`src/rtl/fir_pkg.sv`:
```
// Shared types and width/limit helpers for the multi-channel FIR MAC engine.
package fir_pkg;

  typedef enum logic [1:0] {
    ST_IDLE,
    ST_RUN,
    ST_DRAIN,
    ST_OUT
  } fir_state_e;

  // Channel tag width; a single channel still carries a 1-bit tag.
  function automatic int unsigned ch_width(input int unsigned nchan);
    return (nchan > 1) ? $clog2(nchan) : 1;
  endfunction

  // Smallest accumulator that cannot overflow for a full-length kernel.
  function automatic int unsigned acc_width_min(input int unsigned data_w,
                                                input int unsigned coef_w,
                                                input int unsigned addr_w);
    return data_w + coef_w + addr_w;
  endfunction

  function automatic longint sat_max(input int unsigned w);
    return (longint'(1) << (w - 1)) - longint'(1);
  endfunction

  function automatic longint sat_min(input int unsigned w);
    return -(longint'(1) << (w - 1));
  endfunction

endpackage

```
`src/rtl/fir_round_sat.sv`:
```
// Round-half-up, arithmetic right shift and saturate of the accumulator.
module fir_round_sat
  import fir_pkg::*;
#(
  parameter int unsigned ACC_W     = 40,
  parameter int unsigned DATA_W    = 16,
  parameter int unsigned OUT_SHIFT = 15
) (
  input  logic signed [ACC_W-1:0]  acc,
  output logic signed [DATA_W-1:0] result_c
);

  // One guard bit so adding the rounding constant can never wrap.
  localparam int unsigned EXT_W = ACC_W + 1;
  localparam logic signed [EXT_W-1:0] RND = EXT_W'(longint'(1) << (OUT_SHIFT - 1));
  localparam logic signed [EXT_W-1:0] HI  = EXT_W'(sat_max(DATA_W));
  localparam logic signed [EXT_W-1:0] LO  = EXT_W'(sat_min(DATA_W));

  logic signed [EXT_W-1:0] rounded;
  logic signed [EXT_W-1:0] shifted;

  always_comb begin
    rounded = EXT_W'(acc) + RND;
    shifted = rounded >>> OUT_SHIFT;
    if (shifted > HI) begin
      result_c = HI[DATA_W-1:0];
    end else if (shifted < LO) begin
      result_c = LO[DATA_W-1:0];
    end else begin
      result_c = shifted[DATA_W-1:0];
    end
  end

endmodule

```
`src/rtl/multichannel_fir.sv`:
```
// Multi-channel FIR MAC: convolves NCHAN circular sample buffers with one shared
// kernel, one tap per cycle, emitting a rounded/saturated result per channel.
module multichannel_fir
  import fir_pkg::*;
#(
  parameter int unsigned DATA_W    = 16,
  parameter int unsigned COEF_W    = 16,
  parameter int unsigned ADDR_W    = 7,
  parameter int unsigned NCHAN     = 2,
  parameter int unsigned ACC_W     = 40,
  parameter int unsigned OUT_SHIFT = 15,
  localparam int unsigned CH_W     = ch_width(NCHAN)
) (
  input  logic                     clk,
  input  logic                     reset,
  input  logic                     start,
  input  logic [ADDR_W-1:0]        start_addr,
  input  logic [ADDR_W-1:0]        buf_last,
  input  logic [ADDR_W-1:0]        taps_m1,
  output logic [CH_W+ADDR_W-1:0]   audio_addr,
  input  logic signed [DATA_W-1:0] audio_data,
  output logic [ADDR_W-1:0]        kernel_addr,
  input  logic signed [COEF_W-1:0] kernel_data,
  output logic [DATA_W-1:0]        result,
  output logic [CH_W-1:0]          result_chan,
  output logic                     result_valid,
  output logic                     busy,
  output logic                     done
);

  localparam int unsigned PROD_W = DATA_W + COEF_W;
  localparam logic [CH_W-1:0] LAST_CH = CH_W'(NCHAN - 1);

  if (ACC_W < acc_width_min(DATA_W, COEF_W, ADDR_W)) begin : g_acc_chk
    $error("multichannel_fir: ACC_W too narrow for DATA_W+COEF_W+ADDR_W");
  end

  fir_state_e               state;
  logic [ADDR_W-1:0]        start_q;
  logic [ADDR_W-1:0]        last_q;
  logic [ADDR_W-1:0]        taps_q;
  logic [ADDR_W-1:0]        buf_idx;
  logic [CH_W-1:0]          chan;
  logic                     drain_2nd;
  logic                     data_v;
  logic                     prod_v;
  logic signed [PROD_W-1:0] prod;
  logic signed [ACC_W-1:0]  acc;
  logic signed [ACC_W-1:0]  acc_sum;
  logic signed [DATA_W-1:0] rs_c;

  assign audio_addr = {chan, buf_idx};
  assign acc_sum    = acc + ACC_W'(prod);

  // The final tap's product lands in the last DRAIN cycle, so round the sum directly.
  fir_round_sat #(
    .ACC_W    (ACC_W),
    .DATA_W   (DATA_W),
    .OUT_SHIFT(OUT_SHIFT)
  ) u_round_sat (
    .acc     (acc_sum),
    .result_c(rs_c)
  );

  always_ff @(posedge clk) begin
    if (reset) begin
      state        <= ST_IDLE;
      start_q      <= '0;
      last_q       <= '0;
      taps_q       <= '0;
      buf_idx      <= '0;
      kernel_addr  <= '0;
      chan         <= '0;
      drain_2nd    <= 1'b0;
      data_v       <= 1'b0;
      prod_v       <= 1'b0;
      prod         <= '0;
      acc          <= '0;
      result       <= '0;
      result_chan  <= '0;
      result_valid <= 1'b0;
      busy         <= 1'b0;
      done         <= 1'b0;
    end else begin
      result_valid <= 1'b0;
      done         <= 1'b0;
      data_v       <= (state == ST_RUN);
      prod_v       <= data_v;
      if (data_v) prod <= PROD_W'(audio_data) * PROD_W'(kernel_data);
      if (prod_v) acc <= acc_sum;

      case (state)
        ST_IDLE: begin
          if (start) begin
            start_q     <= start_addr;
            last_q      <= buf_last;
            taps_q      <= taps_m1;
            buf_idx     <= start_addr;
            kernel_addr <= '0;
            chan        <= '0;
            acc         <= '0;
            busy        <= 1'b1;
            state       <= ST_RUN;
          end
        end
        ST_RUN: begin
          if (kernel_addr == taps_q) begin
            drain_2nd <= 1'b0;
            state     <= ST_DRAIN;
          end else begin
            kernel_addr <= kernel_addr + ADDR_W'(1);
            buf_idx     <= (buf_idx == last_q) ? '0 : buf_idx + ADDR_W'(1);
          end
        end
        ST_DRAIN: begin
          drain_2nd <= 1'b1;
          if (drain_2nd) begin
            result       <= rs_c;
            result_chan  <= chan;
            result_valid <= 1'b1;
            done         <= (chan == LAST_CH);
            state        <= ST_OUT;
          end
        end
        ST_OUT: begin
          acc <= '0;
          if (chan == LAST_CH) begin
            busy  <= 1'b0;
            state <= ST_IDLE;
          end else begin
            chan        <= chan + CH_W'(1);
            kernel_addr <= '0;
            buf_idx     <= start_q;
            state       <= ST_RUN;
          end
        end
        default: state <= ST_IDLE;
      endcase
    end
  end

endmodule

```
`config.mk`:
```
export PLATFORM = sky130hd
export DESIGN_NAME = multichannel_fir
export DESIGN_NICKNAME = d
export VERILOG_FILES = /design/src/rtl/fir_pkg.sv /design/src/rtl/fir_round_sat.sv /design/src/rtl/multichannel_fir.sv
export SDC_FILE = /design/constraint.sdc
export NUM_CORES = 1
export LEC_CHECK = 0
export ABC_AREA = 1
export BUFFER_PORTS_ARGS = -buffer_cell sky130_fd_sc_hd__buf_2
export CORE_MARGIN = 10
export CORE_UTILIZATION = 23
export DETAILED_ROUTE_END_ITERATION = 12
export GPL_TIMING_DRIVEN = 0
export SLEW_MARGIN = 20
export SYNTH_ARGS = -nofsm -noshare
export SYNTH_HDL_FRONTEND = slang
export SYNTH_SLANG_ARGS = --single-unit
```
`constraint.sdc`:
```
create_clock -name clk -period 8.2 [get_ports clk]
set_input_delay 0.82 -clock clk [delete_from_list [all_inputs] [get_ports clk]]
set_output_delay 0.82 -clock clk [all_outputs]
set_load 0.01 [all_outputs]
```
==> run_results.csv <==
group,metric,value,unit
synthesis,synth_edf_count,0,
detailed_routing,wl_per_cell,14.3,µm
worst_hold_path,hold_class,"reg2reg",
timing,setup_tns,0,ns
timing,finalHoldViolations,0,
cells_and_area,synthToLayoutAreaGrowth,12.0,%
timing,finClkSkew,0.0186,ns
critical_path,end_kind,"flip-flop",
pwr,power_density,451,nW/µm²
floorplan,die_width,314,µm
global_route,grt_max_degree,17,
synthesis,syn_avg_cell_area,6.83,µm²
critical_path,path_buf_inv,8,
floorplan,pin_count,91,
pwr,p_sw,5760,µW
critical_path,cp_max_fo,10,
pwr,p_int,4320,µW
run_status,status,"completed",
global_route,grt_pass1_vias,18300,
detailed_routing,antenna_left,0,
pwr,power,10100,µW
placed_design,dp_hpwl,50.2,mm
synthesis,synth_top_area_share,0.264,
timing,max_freq,133,MHz
clocking,clk_latency,0.44,ns
detailed_routing,highest_layer,"met4",
cells_and_area,multi_input_area,14000,µm²
detailed_routing,met1Wirelength,26.6,mm
clocking,hold_buffers,0,
synthesis,yosys_register_bits,133,
synthesis,synth_top_area_cell,"fa_1",
cells_and_area,drive_gt1_frac,0.0571,
timing,maxSlewViolCount,0,
synthesis,yosys-top-cells-count,"nand2_1 (759), inv_1 (752), fa_1 (263), nor2_1 (245), dfxtp_1 (133)",
timing,post-route-period-util,0.917,
critical_path,critPathSlowestCell,"clkbuf_1",
detailed_routing,via_per_inst,4.30,
synthesis,synth_most_common_cell,"nand2_1",
global_route,track_usage,0.122,
synthesis,synth.yosys.seq_area_share,0.134,
clocking,h-tree-depth,4,
cells_and_area,ff_latch_area,2660,µm²
floorplan,core,85500,µm²
timing,worst_pin_slew,0.942,ns
global_route,antenna_found_initial,0,
clocking,path_clk_slew,0.06,ns
placed_design,port_buffers,64,
synthesis,synth_flop_cell,"dfxtp_1",
pwr,ir_drop,0.602,mV
detailed_routing,initialDrtViolationCount,1134,
synthesis,ys_warn_count,0,
pwr,combPwrFrac,0.829,
timing,maxSlewHeadroom,0.368,
critical_path,critPathTopFamily,"adder cells",
floorplan,fp-row-count,107,
detailed_routing,wl_met2,28.2,mm
floorplan,dieArea,98800,µm²
clocking,clockRootBuffer,"clkbuf_16",
floorplan,die_h,314,µm
worst_hold_path,holdCritStartpoint,"prod[0]",
cells_and_area,fillers,9498,
synthesis,synthesis.area,19900,µm²
synthesis,synth.area.top_cells,"fa_1 (26%), nand2_1 (14%), inv_1 (14%), dfxtp_1 (13%), ha_1 (8.0%)",
clocking,cts.sinks,133,
clocking,cts_resized,0,
placed_design,place_congestion,0.919,
timing,setup_viol,0,
critical_path,crit_start,"kernel_data[5]",
synthesis,async_flop_share,0,
detailed_routing,route.vias.total,17900,
timing,finalWorstSetupSlack,0.677,ns
clocking,cts_tree,"yes",
critical_path,worstPathRequired,8.57,ns
timing,rsz0062_at_grt,"no",
global_route,grt-ovfl-total,0,
detailed_routing,drt_wl_total,59.7,mm
clocking,postCtsSetupBuffers,0,
detailed_routing,dr.pass1.iters,5,
clocking,cts_buffers,17,
global_route,grt_pass1_wl,96.9,mm
synthesis,synthDistinctLibCells,49,
critical_path,worstSetupPathType,"in2reg",
critical_path,cpPeakStageDelay,0.59,ns
critical_path,cp-start-kind,"primary input",
pwr,leakagePower,0.0124,µW
placed_design,pre_cts_slack,0.304,ns
pwr,p_clk_frac,0.084,
detailed_routing,route.detailed.drc,0,
cells_and_area,final_area,22300,µm²
critical_path,arrival,7.90,ns
synthesis,netlist_instances,2918,
clocking,clockBufferDepth,2,
pwr,swShare,0.571,
synthesis,syn_nets,3365,
floorplan,initial_core_util,0.233,
pwr,pwr-share-seq,0.087,
timing,period_minus_slack,7.52,ns
detailed_routing,wl_met3,3.11,mm
job,cap_violations,0,
cells_and_area,nNetsFinal,3448,
placed_design,place_area,21700,µm²
critical_path,timing.rr.start,"prod[0]",
==> final timing paths <==
path	end	slack (ns)	depth (start not counted)
worst max-delay path	prod[31]	0.68	25
worst min-delay path	prod[0]	0.48	2
worst max register to register	result[9]	3.67	24
worst min register to register	prod[0]	0.48	2
==> routing by layer <==
layer  track usage  vias to the layer above
li1              -                     8813
met1         0.156                     8492
met2         0.212                      494
met3        0.0152                       89
met4        0.0389                        0
met5             0                        -
==> area by class of cell <==
| type | instances | area share |
|---|---|---|
| Antenna cell | 1 | 0.000112 |
| Clock buffer | 18 | 0.0197 |
| Sequential cell | 133 | 0.119 |
| Multi-Input combinational cell | 1932 | 0.629 |
| Clock inverter | 14 | 0.00913 |
| Timing Repair Buffer | 64 | 0.0143 |
| Inverter | 758 | 0.127 |
| Tap cell | 1144 | 0.0641 |
| Buffer | 95 | 0.0172 |
==> worst reg2reg max path: cells and delay by family (launching register included) <==
kind / cells / cell delay, ns
buffers and inverters: 2 / 0.26
flip-flops: 1 / 0.32
AND/OR/NAND/NOR: 16 / 2.08
adder cells (fa/ha/maj): 3 / 1.03
XOR/XNOR: 1 / 0.45
AO/OA/AOI/OAI: 2 / 0.28
==> flip-flops by register name (all words and copies together), names as in the netlist, 2 cells and up <==
name / cells
buf_idx: 7
start_q: 7
last_q: 7
prod: 32
acc: 40
kernel_addr: 7
result: 16
taps_q: 7
state: 2
==> stage by stage <==
step / std cells / hold WS [ns] / util
floorplan: 2918 / 0.449 / -
global placement: 4126 / 0.452 / 0.253
detailed placement: 4126 / 0.468 / 0.253
CTS: 4158 / 0.477 / 0.261
global route: 4158 / 0.501 / 0.261
finish: 4159 / 0.480 / 0.261
==> cells by family after synthesis <==
logic type                 synth area share
and+or+nand+nor                       0.249
buffers and inverters                 0.162
adders and majority gates             0.345
AOI/OAI and AO/OA                    0.0820
DFF                                   0.134
xor gates and xnor gates             0.0290
==> placed cells by master, fill, tap and decap left out, types with 8 or more instances in the layout <==
cell	netlist	layout
inv_1	752	752
nand2_1	759	759
nor2_1	245	245
a31oi_1	11	11
buf_2	0	64
nand3_1	90	90
o21ai_0	105	105
xor2_1	48	48
fa_1	263	263
a21oi_2	11	11
ha_1	128	128
a21oi_1	73	73
a22oi_1	8	8
nor2_2	16	16
nor3_1	10	10
o211ai_1	36	36
nand2_2	15	15
dfxtp_1	133	133
clkbuf_1	89	89
clkbuf_16	0	17
nand4_1	30	30
or2_2	9	9
xnor2_1	18	18
==> power groups by stage <==
stage	sequential (µW)	clock (µW)	combinational, µW
final	875	846	8360
after global routing	892	893	9710
after CTS	877	863	8390
after detailed placement	891	0	8340
after global placement	890	0	8290
after floorplan	868	0	6250
Note: power is estimated with default switching activity, not from simulation.
